[src/rtl/uart_pb_periph.sv]
// uart_pb_periph
// Picoblaze port-mapped 8N1 UART: programmable 16x oversample baud tick,
// TX/RX FIFOs, status register, interrupt-enable register, level interrupt.
// Ports:
//   clk, reset          system clock, synchronous active-high reset
//   port_id, out_port   cpu address / write data
//   write_strobe        cpu write qualifier
//   read_strobe         cpu read qualifier
//   in_port             registered read data to cpu (1-cycle latency)
//   interrupt           registered level interrupt
//   RX                  asynchronous serial input
//   TX                  serial output, idle high
// Register map (offset from BASE_ADDR):
//   +0 DATA   write: push TX FIFO, read: pop RX FIFO
//   +1 STATUS {0, tx_busy, frame_err, overrun, tx_full, tx_empty, rx_full, rx_not_empty}
//   +2 IRQ_EN {00000, error, tx_empty, rx_data}
module uart_pb_periph #(
  parameter logic [7:0] BASE_ADDR = 8'h00,
  parameter int         BAUD_DIV  = 27,
  parameter int         DATA_BITS = 8,
  parameter int         FIFO_AW   = 4
) (
  input  logic       clk,
  input  logic       reset,
  input  logic [7:0] port_id,
  input  logic [7:0] out_port,
  input  logic       write_strobe,
  input  logic       read_strobe,
  output logic [7:0] in_port,
  output logic       interrupt,
  input  logic       RX,
  output logic       TX
);

  localparam logic [7:0]  A_DATA    = BASE_ADDR;
  localparam logic [7:0]  A_STAT    = BASE_ADDR + 8'd1;
  localparam logic [7:0]  A_IRQ     = BASE_ADDR + 8'd2;
  localparam logic [15:0] BAUD_LAST = 16'(BAUD_DIV - 1);
  localparam int          BW        = $clog2(DATA_BITS);
  localparam logic [BW-1:0] LAST_BIT = BW'(DATA_BITS - 1);
  localparam int          DEPTH     = 1 << FIFO_AW;
  localparam int          CW        = FIFO_AW + 1;

  typedef enum logic [1:0] {ST_IDLE, ST_START, ST_DATA, ST_STOP} state_t;

  // cpu bus decode
  logic w_sel_data, w_sel_stat, w_sel_irq;
  logic w_rx_pop, w_tx_push, w_stat_rd, w_tx_pop;
  assign w_sel_data = (port_id == A_DATA);
  assign w_sel_stat = (port_id == A_STAT);
  assign w_sel_irq  = (port_id == A_IRQ);
  assign w_rx_pop   = read_strobe & w_sel_data;
  assign w_tx_push  = write_strobe & w_sel_data;
  assign w_stat_rd  = read_strobe & w_sel_stat;

  // baud tick generator
  logic [15:0] r_baud_cnt;
  logic        w_tick;
  assign w_tick = (r_baud_cnt == BAUD_LAST);
  always_ff @(posedge clk) begin
    if (reset)       r_baud_cnt <= '0;
    else if (w_tick) r_baud_cnt <= '0;
    else             r_baud_cnt <= r_baud_cnt + 16'd1;
  end

  // FIFOs: index 0 = RX, 1 = TX. Head is visible combinationally.
  logic [1:0]           w_f_push, w_f_pop, w_f_empty, w_f_full;
  logic [DATA_BITS-1:0] w_f_din  [2];
  logic [DATA_BITS-1:0] w_f_dout [2];
  logic                 r_rx_push;
  logic [DATA_BITS-1:0] r_rx_sh;

  assign w_f_push[0] = r_rx_push;
  assign w_f_din[0]  = r_rx_sh;
  assign w_f_pop[0]  = w_rx_pop;
  assign w_f_push[1] = w_tx_push;
  assign w_f_din[1]  = out_port[DATA_BITS-1:0];
  assign w_f_pop[1]  = w_tx_pop;

  for (genvar g = 0; g < 2; g++) begin : g_fifo
    logic [DATA_BITS-1:0] r_mem [DEPTH];
    logic [FIFO_AW-1:0]   r_wptr, r_rptr;
    logic [CW-1:0]        r_cnt;
    logic                 w_do_push, w_do_pop;
    // A push into a full FIFO still lands if a pop frees a slot that cycle.
    assign w_do_pop     = w_f_pop[g] & ~w_f_empty[g];
    assign w_do_push    = w_f_push[g] & (~w_f_full[g] | w_do_pop);
    assign w_f_empty[g] = (r_cnt == '0);
    assign w_f_full[g]  = r_cnt[FIFO_AW];
    assign w_f_dout[g]  = r_mem[r_rptr];

    always_ff @(posedge clk) begin
      if (w_do_push) r_mem[r_wptr] <= w_f_din[g];
    end

    always_ff @(posedge clk) begin
      if (reset) begin
        r_wptr <= '0;
        r_rptr <= '0;
        r_cnt  <= '0;
      end else begin
        if (w_do_push) r_wptr <= r_wptr + FIFO_AW'(1);
        if (w_do_pop)  r_rptr <= r_rptr + FIFO_AW'(1);
        case ({w_do_push, w_do_pop})
          2'b10:   r_cnt <= r_cnt + CW'(1);
          2'b01:   r_cnt <= r_cnt - CW'(1);
          default: ;
        endcase
      end
    end
  end

  // RX synchroniser; third flop gives the falling-edge detector
  logic r_rx_s1, r_rx_s2, r_rx_s3;
  logic w_rx, w_rx_fall;
  assign w_rx      = r_rx_s2;
  assign w_rx_fall = r_rx_s3 & ~r_rx_s2;
  always_ff @(posedge clk) begin
    if (reset) begin
      r_rx_s1 <= 1'b1;
      r_rx_s2 <= 1'b1;
      r_rx_s3 <= 1'b1;
    end else begin
      r_rx_s1 <= RX;
      r_rx_s2 <= r_rx_s1;
      r_rx_s3 <= r_rx_s2;
    end
  end

  // RX FSM: start bit checked at tick 8 (mid-bit), then every 16 ticks
  state_t          r_rx_st;
  logic [3:0]      r_rx_tcnt;
  logic [BW-1:0]   r_rx_bit;
  logic            r_rx_ferr_set;
  always_ff @(posedge clk) begin
    if (reset) begin
      r_rx_st       <= ST_IDLE;
      r_rx_tcnt     <= '0;
      r_rx_bit      <= '0;
      r_rx_push     <= 1'b0;
      r_rx_ferr_set <= 1'b0;
    end else begin
      r_rx_push     <= 1'b0;
      r_rx_ferr_set <= 1'b0;
      case (r_rx_st)
        ST_IDLE: if (w_rx_fall) begin
          r_rx_st   <= ST_START;
          r_rx_tcnt <= '0;
        end
        ST_START: if (w_tick) begin
          if (r_rx_tcnt == 4'd7) begin
            r_rx_st   <= w_rx ? ST_IDLE : ST_DATA;  // high again: glitch
            r_rx_tcnt <= '0;
            r_rx_bit  <= '0;
          end else begin
            r_rx_tcnt <= r_rx_tcnt + 4'd1;
          end
        end
        ST_DATA: if (w_tick) begin
          r_rx_tcnt <= r_rx_tcnt + 4'd1;
          if (r_rx_tcnt == 4'd15) begin
            r_rx_sh <= {w_rx, r_rx_sh[DATA_BITS-1:1]};
            if (r_rx_bit == LAST_BIT) r_rx_st  <= ST_STOP;
            else                      r_rx_bit <= r_rx_bit + BW'(1);
          end
        end
        ST_STOP: if (w_tick) begin
          r_rx_tcnt <= r_rx_tcnt + 4'd1;
          if (r_rx_tcnt == 4'd15) begin
            r_rx_push     <= w_rx;
            r_rx_ferr_set <= ~w_rx;
            r_rx_st       <= ST_IDLE;
          end
        end
        default: r_rx_st <= ST_IDLE;
      endcase
    end
  end

  // TX FSM: FIFO popped on entry to START, including straight out of STOP
  state_t               r_tx_st;
  logic [3:0]           r_tx_tcnt;
  logic [BW-1:0]        r_tx_bit;
  logic [DATA_BITS-1:0] r_tx_sh;
  logic                 r_tx;
  assign w_tx_pop = w_tick & ~w_f_empty[1] &
                    ((r_tx_st == ST_IDLE) | ((r_tx_st == ST_STOP) & (r_tx_tcnt == 4'd15)));
  always_ff @(posedge clk) begin
    if (reset) begin
      r_tx_st   <= ST_IDLE;
      r_tx_tcnt <= '0;
      r_tx_bit  <= '0;
      r_tx      <= 1'b1;
    end else begin
      case (r_tx_st)
        ST_IDLE: if (w_tx_pop) begin
          r_tx_st   <= ST_START;
          r_tx_tcnt <= '0;
          r_tx_sh   <= w_f_dout[1];
          r_tx      <= 1'b0;
        end
        ST_START: if (w_tick) begin
          r_tx_tcnt <= r_tx_tcnt + 4'd1;
          if (r_tx_tcnt == 4'd15) begin
            r_tx_st  <= ST_DATA;
            r_tx_bit <= '0;
            r_tx     <= r_tx_sh[0];
          end
        end
        ST_DATA: if (w_tick) begin
          r_tx_tcnt <= r_tx_tcnt + 4'd1;
          if (r_tx_tcnt == 4'd15) begin
            if (r_tx_bit == LAST_BIT) begin
              r_tx_st <= ST_STOP;
              r_tx    <= 1'b1;
            end else begin
              r_tx_bit <= r_tx_bit + BW'(1);
              r_tx_sh  <= {1'b0, r_tx_sh[DATA_BITS-1:1]};
              r_tx     <= r_tx_sh[1];
            end
          end
        end
        ST_STOP: if (w_tick) begin
          r_tx_tcnt <= r_tx_tcnt + 4'd1;
          if (r_tx_tcnt == 4'd15) begin
            if (w_tx_pop) begin
              r_tx_st <= ST_START;
              r_tx_sh <= w_f_dout[1];
              r_tx    <= 1'b0;
            end else begin
              r_tx_st <= ST_IDLE;
            end
          end
        end
        default: r_tx_st <= ST_IDLE;
      endcase
    end
  end

  // registers, read mux, interrupt
  logic [2:0] r_irq_en;
  logic       r_ovr, r_ferr, r_irq;
  logic [7:0] r_in_port;
  logic       w_tx_busy, w_ovr_set;
  logic [7:0] w_status, w_rx_ext;

  assign w_tx_busy = (r_tx_st != ST_IDLE);
  assign w_ovr_set = r_rx_push & w_f_full[0] & ~w_rx_pop;
  assign w_status  = {1'b0, w_tx_busy, r_ferr, r_ovr,
                      w_f_full[1], w_f_empty[1], w_f_full[0], ~w_f_empty[0]};

  always_comb begin
    w_rx_ext = '0;
    if (!w_f_empty[0]) w_rx_ext[DATA_BITS-1:0] = w_f_dout[0];
  end

  always_ff @(posedge clk) begin
    if (reset) begin
      r_irq_en  <= '0;
      r_ovr     <= 1'b0;
      r_ferr    <= 1'b0;
      r_irq     <= 1'b0;
      r_in_port <= '0;
    end else begin
      if (write_strobe & w_sel_irq) r_irq_en <= out_port[2:0];
      // sticky flags: a new event beats the clear-on-read
      if (w_ovr_set)      r_ovr  <= 1'b1;
      else if (w_stat_rd) r_ovr  <= 1'b0;
      if (r_rx_ferr_set)  r_ferr <= 1'b1;
      else if (w_stat_rd) r_ferr <= 1'b0;
      if (w_sel_data)      r_in_port <= w_rx_ext;
      else if (w_sel_stat) r_in_port <= w_status;
      else if (w_sel_irq)  r_in_port <= {5'b0, r_irq_en};
      else                 r_in_port <= '0;
      r_irq <= (r_irq_en[0] & ~w_f_empty[0]) |
               (r_irq_en[1] & w_f_empty[1] & ~w_tx_busy) |
               (r_irq_en[2] & (r_ovr | r_ferr));
    end
  end

  assign in_port   = r_in_port;
  assign interrupt = r_irq;
  assign TX        = r_tx;

endmodule

[config.mk]
export PLATFORM = sky130hd
export DESIGN_NAME = uart_pb_periph
export DESIGN_NICKNAME = d
export VERILOG_FILES = /design/src/rtl/uart_pb_periph.sv
export SDC_FILE = /design/constraint.sdc
export NUM_CORES = 1
export LEC_CHECK = 0
export BUFFER_PORTS_ARGS = -buffer_cell sky130_fd_sc_hd__clkbuf_2
export CAP_MARGIN = 25
export CORE_MARGIN = 5
export CORE_UTILIZATION = 60
export DETAILED_ROUTE_END_ITERATION = 10
export PLACE_DENSITY = 0.86
export REMOVE_ABC_BUFFERS = 1
export SYNTH_ARGS = -nofsm -noshare
export SYNTH_HDL_FRONTEND = slang
export SYNTH_SLANG_ARGS = --single-unit
[constraint.sdc]
create_clock -name clk -period 7.8 [get_ports clk]
set_input_delay 0.78 -clock clk [delete_from_list [all_inputs] [get_ports clk]]
set_output_delay 0.78 -clock clk [all_outputs]
set_load 0.02 [all_outputs]
==> impl_results.md <==
* Status: completed
* Worst endpoint data arrival time at 4290 ps
* Proportion of power drawn by flip-flops and latches at 0.530
* List of most frequent post-synthesis cells: 272 x sky130_fd_sc_hd__edfxtp_1, 88 x sky130_fd_sc_hd__dfxtp_1, 78 x sky130_fd_sc_hd__mux4_2, 72 x sky130_fd_sc_hd__nor2_1, 35 x sky130_fd_sc_hd__a21oi_1
* Width of the die at 167 µm
* Final routed DRC violation total at 0
* Weighted congestion at the end of routability-driven global placement at 0.826
* Setup Skew at 27.6 ps
* Cell occurring most often along the worst timing path: sky130_fd_sc_hd__ha_1
* Type of element capturing the critical path: flip-flop
* Clk pwr share at 0.461
* Area enclosed by the die boundary at 27900 µm²
* Worst hold path type: flip-flop to flip-flop
* Inserted Clock Buffers at 36
* Mean instance size in the synthesized netlist at 15.9 µm²
* Met1 track demand over resource in global routing at 0.292
* Worst EP required at 8250 ps
* Maximum resistive drop on vdd at 0.211 mV
* Most Used Layer, Global Route: met2
* Detailed-route wire length per cell at 23.7 µm
* Max-slew violation count at 0
* Number of iterations in the first detailed-routing pass at 5
* Max frequency at 0.261 GHz
* Cell types with the largest area share after synthesis: sky130_fd_sc_hd__edfxtp_1 55%, sky130_fd_sc_hd__dfxtp_1 12%, sky130_fd_sc_hd__mux4_2 12%
* Number of instances in the synthesized netlist at 928
* First-pass GRT wire length at 48.8 mm
* Clock root buffer master: sky130_fd_sc_hd__clkbuf_16
* Number of global-route vias before repair at 8382
* Met3 GRT Util at 0.0393
* Most instantiated library cell after synthesis: sky130_fd_sc_hd__edfxtp_1
* Die H at 167 µm
* Pin count of the biggest net entering global routing at 63
* Total of cells resized after clock tree synthesis at 0
* Cells along the critical path: inv_1 > ha_1 > a41oi_1 > a21oi_2 > a21oi_4 > nor2_2 > inv_1 > ha_1 > xor2_1 > ha_1 > nand2b_1 > a21boi_0 > o21a_1 > or4_1 > a21oi_1
* Net switching power at 0.000760 W
* Final antenna diode count at 0
* Max-cap check violation count at 0
* Internal power at 0.00311 W
* Clock slew at the register clock pins of the worst setup and hold paths at 70 ps
* Crit path time final at 3840 ps
* Quantity of I/O buffers inserted on ports at 30
* Sequential share of the synthesized area at 0.672
* Post-synthesis register bit count at 360
* CTS max path bufs at 3
* Count of endpoints failing setup in the final report at 0
* Switching share of total power at 0.197
* Number of enable flip-flop cells after synthesis at 272
* Leakage component of the power at 5.40 nW
* Remaining number of nets flagged by the antenna check after routing at 0
* Power per standard cell area at 235 nW/µm²
* Primary flip-flop cell chosen by synthesis mapping: sky130_fd_sc_hd__edfxtp_1
* Relative area change from synthesis to final layout at 11.2%
* Type of origin of the critical path: flip-flop
* Setup_tns at 0 ps
* Routed via count divided by cell count at 6.35
* Core area at 24300 µm²
* Largest area contributor in the netlist: sky130_fd_sc_hd__edfxtp_1
* Initial core utilization at 0.608
* Fraction of layout cells with a size suffix above 1 at 0.201
* Gate family responsible for the most delay along the worst path: compound AO/OA/AOI/OAI gates
* Placement-stage cell area at 15200 µm²
* Detailed-route via count at 8320
* YS warnings at 0
* Crit path max-delay cell type: sky130_fd_sc_hd__or4_1
* Critical path class: flip-flop to flip-flop
* Sum of overflow across all layers after global routing at 0
* Number of different library cells in the post-synthesis netlist at 68
* TritonCTS sink count at 360
* Share of the synthesized area in the top cell type at 0.553
* Post-layout nets at 1014
* Mapped Area at 14800 µm²
* Slowest stage delay, CP at 460 ps
* Share of total power in combinational logic at 0.009
* Antenna violations before repair at 2
* Number of buffers and inverters on the critical path at 2
* TritonCTS clock tree: built
* Clock Latency Late Sink at 520 ps
* Final-report hold violation count at 0
* Number of setup buffers added after CTS at 0
* CP Max Fanout at 17
* Wirelength, routed at 31.1 mm
* FP Rows at 57
* Async S/R FF share, synth at 0
* H-tree depth at 2
* Number of DRC markers after the initial detailed-route iteration at 1069
* Relative slew slack at 0.357
* Worst-margin pin slew at 962 ps
* Unrepaired setup endpoints after global routing: false
* Ports placed on the boundary at 31
* Cell area after layout at 16400 µm²
* Share of the clock period used by the worst path at 0.492
* Final HPWL from detailed placement at 19.0 mm
* Global-route usage over all layers at 0.225
* CTS Hold Buffers Added at 0
* M2 GR Usage at 0.395
-- flip-flops by register name, indices dropped and copies added, names as in the netlist, 2 cells and up, named ones only --
name           cells
r_baud_cnt        16
r_rx_bit           3
r_irq_en           3
in_port            8
r_tx_tcnt          4
r_tx_sh            8
g_fifo.r_wptr      8
g_fifo.r_mem     256
r_rx_sh            8
r_tx_st            2
g_fifo.r_cnt      10
g_fifo.r_rptr      8
r_tx_bit           3
r_rx_tcnt          4
-- power groups by stage --
stage | Sequential, W | Combinational (W) | Clock (W)
floorplan | 0.00209 | 0.0000105 | 0
CTS | 0.00205 | 0.0000343 | 0.00181
global route | 0.00205 | 0.0000380 | 0.00190
global placement | 0.00209 | 0.0000324 | 0
finish | 0.00205 | 0.0000343 | 0.00178
detailed placement | 0.00209 | 0.0000337 | 0
-- worst register-to-register path, cell delays in order, from the launching register on --
cell and delay (ps):
sky130_fd_sc_hd__dfxtp_1 340, sky130_fd_sc_hd__inv_1 190, sky130_fd_sc_hd__ha_1 390, sky130_fd_sc_hd__a41oi_1 180
sky130_fd_sc_hd__a21oi_2 300, sky130_fd_sc_hd__a21oi_4 120, sky130_fd_sc_hd__nor2_2 440, sky130_fd_sc_hd__inv_1 130
sky130_fd_sc_hd__ha_1 330, sky130_fd_sc_hd__xor2_1 180, sky130_fd_sc_hd__ha_1 220, sky130_fd_sc_hd__nand2b_1 70
sky130_fd_sc_hd__a21boi_0 90, sky130_fd_sc_hd__o21a_1 190, sky130_fd_sc_hd__or4_1 460, sky130_fd_sc_hd__a21oi_1 140
-- placed cells by master (no fill, tap or decap), types with 13 or more instances in the layout --
cell and n:
sky130_fd_sc_hd__edfxtp_1 272, sky130_fd_sc_hd__dfxtp_1 86, sky130_fd_sc_hd__mux4_2 78, sky130_fd_sc_hd__nor2_1 72, sky130_fd_sc_hd__clkbuf_16 39, sky130_fd_sc_hd__a21oi_1 35
sky130_fd_sc_hd__ha_1 32, sky130_fd_sc_hd__clkbuf_2 30, sky130_fd_sc_hd__inv_1 28, sky130_fd_sc_hd__nand3_1 26, sky130_fd_sc_hd__nand2_1 25, sky130_fd_sc_hd__and3_1 22
sky130_fd_sc_hd__nor3_1 18, sky130_fd_sc_hd__o21ai_0 18, sky130_fd_sc_hd__xor2_1 14, sky130_fd_sc_hd__xnor2_1 13
-- kinds of logic after synthesis --
kind of cell,after synthesis,share of synthesized area
AO/OA/AOI/OAI,112,0.0501
XOR/XNOR,27,0.0160
adder cells (fa/ha/maj),33,0.0284
buffers and inverters,72,0.0205
flip-flops,360,0.672
multiplexers,91,0.128
AND/OR/NAND/NOR,233,0.0853
-- metal layers --
layer,vias to the layer above,wire length [µm]
met5,-,16
li1,3680,-
met4,4,814
met2,406,16200
met3,69,2210
met1,4161,11900
-- layout make-up --
type	instances	area (µm²)
Timing Repair Buffer	38	210
Sequential cell	360	9930
Inverter	28	105
Clock inverter	23	246
Tap cell	324	405
Multi-Input combinational cell	496	4560
Fill cell	1488	7880
Clock buffer	42	987
-- per-stage QoR --
stage | setup slack (ps) | hold slack, ps | power, W | util | std cells
2_1_floorplan | 4330 | 389 | 0.00210 | - | 884
3_3_place_gp | 3740 | 406 | 0.00212 | 0.625 | 1246
3_5_place_dp | 3610 | 401 | 0.00212 | 0.625 | 1246
4_1_cts | 4050 | 421 | 0.00389 | 0.676 | 1311
5_1_grt | 3690 | 432 | 0.00399 | 0.676 | 1311
6_report | 3960 | 421 | 0.00387 | 0.676 | 1311
-- worst paths after layout --
kind / slack (ps) / cells past startpoint / from / endpoint
hold / removal: 420 / 1 / r_rx_s1$_SDFF_PP1_ / r_rx_s2$_SDFF_PP1_
hold reg to reg: 420 / 1 / r_rx_s1$_SDFF_PP1_ / r_rx_s2$_SDFF_PP1_
setup reg to reg: 3960 / 15 / r_tx_st[1]$_SDFFE_PP0P_ / g_fifo[1].r_cnt[4]$_SDFFE_PP0P_
setup / recovery: 3960 / 15 / r_tx_st[1]$_SDFFE_PP0P_ / g_fifo[1].r_cnt[4]$_SDFFE_PP0P_
(Power assumes the default switching activity.)
